**src/rtl/eth_tx_arbiter.sv**
```systemverilog
// eth_tx_arbiter: frame-granular 2:1 AXI-Stream TX arbiter with a stall-timeout abort path.
// Define ETH_TX_ARB_FIXED_PRIO_EN for fixed priority (s0 wins ties) instead of round-robin.
module eth_tx_arbiter #(
  parameter int unsigned STALL_TIMEOUT = 1024
) (
  input  logic       clock125,
  input  logic       reset,
  input  logic [7:0] s0_axis_tdata,
  input  logic       s0_axis_tvalid,
  output logic       s0_axis_tready,
  input  logic       s0_axis_tlast,
  input  logic       s0_axis_tuser,
  input  logic [7:0] s1_axis_tdata,
  input  logic       s1_axis_tvalid,
  output logic       s1_axis_tready,
  input  logic       s1_axis_tlast,
  input  logic       s1_axis_tuser,
  output logic [7:0] m_axis_tdata,
  output logic       m_axis_tvalid,
  input  logic       m_axis_tready,
  output logic       m_axis_tlast,
  output logic       m_axis_tuser,
  output logic [1:0] grant,
  output logic       abort
);

  // Handshake: a beat moves across a port in the cycle where its tvalid and tready are
  // both high; the producer holds tvalid and payload stable until that cycle.

  typedef enum logic [1:0] {IDLE, SEND, ABORT_OUT, DROP} state_t;

  localparam logic [15:0] TIMEOUT_M1 = 16'(STALL_TIMEOUT - 1);

  state_t      state, state_nxt;
  logic        sel, sel_nxt;
  logic        pick;
  logic [15:0] stall_cnt, stall_nxt;
  logic        abort_nxt;
  logic        sel_tready;

  logic [7:0]  sel_tdata;
  logic        sel_tvalid;
  logic        sel_tlast;
  logic        sel_tuser;

  assign sel_tdata  = sel ? s1_axis_tdata  : s0_axis_tdata;
  assign sel_tvalid = sel ? s1_axis_tvalid : s0_axis_tvalid;
  assign sel_tlast  = sel ? s1_axis_tlast  : s0_axis_tlast;
  assign sel_tuser  = sel ? s1_axis_tuser  : s0_axis_tuser;

  assign s0_axis_tready = sel_tready & ~sel;
  assign s1_axis_tready = sel_tready &  sel;

  assign grant = (state == IDLE) ? 2'b00 : (sel ? 2'b10 : 2'b01);

`ifdef ETH_TX_ARB_FIXED_PRIO_EN
  assign pick = ~s0_axis_tvalid;
`else
  logic last_grant;
  logic frame_done;

  // Ties go to whichever requester did not finish the previous frame.
  assign pick = (s0_axis_tvalid && s1_axis_tvalid) ? ~last_grant : ~s0_axis_tvalid;

  assign frame_done = sel_tvalid && sel_tlast &&
                      (((state == SEND) && m_axis_tready) || (state == DROP));

  always_ff @(posedge clock125) begin
    if (reset) begin
      last_grant <= 1'b1;
    end else if (frame_done) begin
      last_grant <= sel;
    end
  end
`endif

  always_comb begin
    state_nxt     = state;
    sel_nxt       = sel;
    stall_nxt     = stall_cnt;
    abort_nxt     = 1'b0;
    sel_tready    = 1'b0;
    m_axis_tdata  = 8'h00;
    m_axis_tvalid = 1'b0;
    m_axis_tlast  = 1'b0;
    m_axis_tuser  = 1'b0;
    case (state)
      IDLE: begin
        if (s0_axis_tvalid || s1_axis_tvalid) begin
          sel_nxt   = pick;
          stall_nxt = 16'd0;
          state_nxt = SEND;
        end
      end
      SEND: begin
        m_axis_tdata  = sel_tdata;
        m_axis_tvalid = sel_tvalid;
        m_axis_tlast  = sel_tlast;
        m_axis_tuser  = sel_tuser;
        sel_tready    = m_axis_tready;
        if (sel_tvalid) begin
          if (m_axis_tready) begin
            stall_nxt = 16'd0;
            if (sel_tlast) state_nxt = IDLE;
          end
        end else begin
          // Only a silent source counts toward the timeout; MAC backpressure never does.
          stall_nxt = stall_cnt + 16'd1;
          if (stall_cnt == TIMEOUT_M1) state_nxt = ABORT_OUT;
        end
      end
      ABORT_OUT: begin
        m_axis_tvalid = 1'b1;
        m_axis_tlast  = 1'b1;
        m_axis_tuser  = 1'b1;
        if (m_axis_tready) begin
          abort_nxt = 1'b1;
          state_nxt = DROP;
        end
      end
      DROP: begin
        sel_tready = 1'b1;
        if (sel_tvalid && sel_tlast) state_nxt = IDLE;
      end
      default: state_nxt = IDLE;
    endcase
  end

  always_ff @(posedge clock125) begin
    if (reset) begin
      state     <= IDLE;
      sel       <= 1'b0;
      stall_cnt <= 16'd0;
      abort     <= 1'b0;
    end else begin
      state     <= state_nxt;
      sel       <= sel_nxt;
      stall_cnt <= stall_nxt;
      abort     <= abort_nxt;
    end
  end

endmodule

```
**config.mk**
```make
export PLATFORM = sky130hd
export DESIGN_NAME = eth_tx_arbiter
export DESIGN_NICKNAME = d
export VERILOG_FILES = /design/src/rtl/eth_tx_arbiter.sv
export SDC_FILE = /design/constraint.sdc
export NUM_CORES = 1
export LEC_CHECK = 0
export BUFFER_PORTS_ARGS = -buffer_cell sky130_fd_sc_hd__buf_2
export CAP_MARGIN = 15
export CORE_AREA = 2 2 60 62
export DETAILED_ROUTE_END_ITERATION = 16
export DIE_AREA = 0 0 62 64
export GPL_ROUTABILITY_DRIVEN = 0
export PLACE_DENSITY = 0.69
export SLEW_MARGIN = 25
export SYNTH_ARGS = -nofsm -noshare
export SYNTH_HDL_FRONTEND = slang
export SYNTH_SLANG_ARGS = --single-unit
```
**constraint.sdc**
```tcl
create_clock -name clock125 -period 2.42 [get_ports clock125]
set_input_delay 0.363 -clock clock125 [delete_from_list [all_inputs] [get_ports clock125]]
set_output_delay 0.363 -clock clock125 [all_outputs]
set_load 0.01 [all_outputs]
```
==> impl_metrics.ini <==
[outcome]
status = finished, final reports clean

[global_routing]
top_usage_layer = met2
grt_pass1_wl_um = 5730
grt_max_degree = 20
use_met2 = 0.311
antenna_found_initial = 0
grt_usage = 0.188
grt_pass1_vias = 1369
use_met3 = 0.0304
overflow = 0
met1_usage = 0.243

[critical_path]
startpoint_type = flip-flop
critPathMaxStageDelay_ns = 0.53
r2r_cells = 7
crit_slowest_cell = or4_1
cp.depth = 7
endpoint = stall_cnt[14]
crit_chain = inv_1 > ha_1 > nor3b_1 > nor2_4 > nand2_2 > or4_1 > a21oi_1
worstReg2RegStart = state[0]
end_kind = flip-flop
arrival_ns = 2.46
cp_max_fo = 12
required_ns = 2.67
critPathKind = reg2reg
cp_top_family = simple AND/OR/NAND/NOR gates
crit_buf_inv = 1
timing.reg2reg.setup_slack_ns = 0.21
r2r-end = stall_cnt[14]
startpoint = state[0]

[power_and_ir_drop]
pwr-share-seq = 0.427
power_frac_clock = 0.211
p_per_area_mw_per_mm2 = 496
power_mw = 0.846
p_sw_mw = 0.312
swShare = 0.369
p_leak_nw = 0.704
p_int_mw = 0.533
power_frac_comb = 0.361
peakVddDrop_v = 0.000201

[yosys]
netlist_instances = 180
yosysSeqAreaShare = 0.292
synthArstFlopShare = 0
yosysUniqueCellTypes = 44
synth_commonest_cells = nor2_1 (28), dfxtp_1 (21), mux2i_1 (11)
syn_nets = 211
synth_flop_cell = dfxtp_1
yosysTopAreaCell = dfxtp_1
synth_area_leaders = dfxtp_1 (29%), mux2i_1 (7.6%), nor2_1 (7.3%)
synth_top_area_frac = 0.292
avgSynthCellArea_um2 = 8.01
ys_seq_elements = 21
yosysWarnings = 0
synth-edff-count = 0
netlist_area_mm2 = 0.00144
yosysMostFrequentCell = nor2_1

[final_layout]
nFillCells = 334
layout.nets = 251
diodes = 0
area_delta_synth_final_pct = 18.3
final_area_mm2 = 0.00171
drive_gt1_frac = 0.228

[die]
fp.dieH_um = 64
num_rows = 21
initial_core_util = 0.439
coreArea_mm2 = 0.00328
dieArea_mm2 = 0.00397
io_pins = 41
die-width_um = 62

[timing]
holdWs_ns = 0.318
tns_ns = 0
period_share = 0.914
relSlewSlack = 0.644
clock.fmax_mhz = 452
tightestPinTransition_ns = 0.533
slew_violations = 0
fin_crit_ns = 2.21
clock_skew_ns = 0.00193
setup_violations = 0
rsz0062_at_grt = no
hold_violations = 0

[drt]
final_antenna_net_count = 0
drc = 0
drt-wirelength-per-cell_um = 12.6
vias = 1461
first_pass_iters = 4
routed_wl_um = 3330
viasPerCell = 5.51
drtIter0Drc = 81

[min_path]
min_path_type = in2reg

[placed_design]
hpwl_um = 2530
placed_area_mm2 = 0.00168
io_buffers = 40

[clock_network]
cts.sinks = 21
path_clk_slew_ns = 0.13
cts-buffers-inserted = 3
clk_latency_ns = 0.31
cts_tree = built
hold_buffers = 0
ctsResizeCount = 0
clockBufferDepth = 2
htree_levels = 1
postCtsSetupBuffers = 0
cts_root_buf = clkbuf_4

[run]
cap_violations = 0
==> registers in the layout (all words and copies together), names as in the netlist, named ones only <==
signal and count:
abort 1, stall_cnt 16, state 1, sel 1, last_grant 1
==> stage by stage <==
step / util / worst slack, ns / cells
floorplan: - / 0.420 / 180
global placement: 0.511 / 0.309 / 261
detailed placement: 0.511 / 0.242 / 261
CTS: 0.519 / 0.191 / 265
global route: 0.519 / 0.0129 / 265
finish: 0.519 / 0.208 / 265
==> metal layers <==
| layer | share of wire | vias up |
|---|---|---|
| li1 | - | 746 |
| met1 | 0.43 | 653 |
| met2 | 0.48 | 57 |
| met3 | 0.076 | 5 |
| met4 | 0.014 | 0 |
| met5 | 0 | - |
==> layout by cell type (no fill, tap or decap), types with 3 or more instances in the layout <==
master     n
a32oi_1    3
xor2_1     6
buf_2     40
a21oi_1    8
o21ai_0    5
inv_1      7
and3_1     3
ha_1       6
nand2_1    9
mux2i_1   11
clkbuf_4   3
nor3_1     5
and4_1     3
o31ai_1    3
nor2b_1    4
nor2_1    28
dfxtp_1   21
nand3_1    9
or4_1      6
nand4_1    9
==> how the worst min path moves through the flow <==
| stage | start | end | cells past startpoint |
|---|---|---|---|
| 5_1_grt | reset | stall_cnt[5] | 2 |
| 6_report | reset | stall_cnt[15] | 2 |
| 3_5_place_dp | stall_cnt[15] | stall_cnt[15] | 2 |
| 3_3_place_gp | stall_cnt[15] | stall_cnt[15] | 2 |
| 2_1_floorplan | reset | stall_cnt[12] | 1 |
| 4_1_cts | reset | stall_cnt[15] | 2 |
==> logic make-up (layout without fill, tap and decap cells) <==
kind of cell | Yosys count | in the layout | synth area share
AO/OA/AOI/OAI | 30 | 30 | 0.141
XOR/XNOR | 8 | 8 | 0.0486
adder cells (fa/ha/maj) | 6 | 6 | 0.0521
buffers and inverters | 14 | 53 | 0.0434
flip-flops | 21 | 21 | 0.292
multiplexers | 12 | 12 | 0.0868
AND/OR/NAND/NOR | 89 | 89 | 0.336
==> power groups by stage <==
stage	Clock, mW	Combinational [mW]	Sequential (mW)
global placement	0	0.301	0.369
global route	0.193	0.343	0.362
finish	0.179	0.306	0.361
CTS	0.183	0.305	0.361
floorplan	0	0.219	0.368
detailed placement	0	0.303	0.369
==> final cells by class <==
| class | instances | area [um^2] | area share |
|---|---|---|---|
| clock buffers | 3 | 22.5 | 0.0132 |
| inverters | 7 | 26.3 | 0.0154 |
| repair buffers | 42 | 215 | 0.126 |
| well taps | 46 | 57.6 | 0.0337 |
| flip-flops and latches | 21 | 420 | 0.247 |
| clock inverters | 1 | 5.00 | 0.00293 |
| multi-input cells | 145 | 958 | 0.562 |
(Power assumes the default switching activity.)
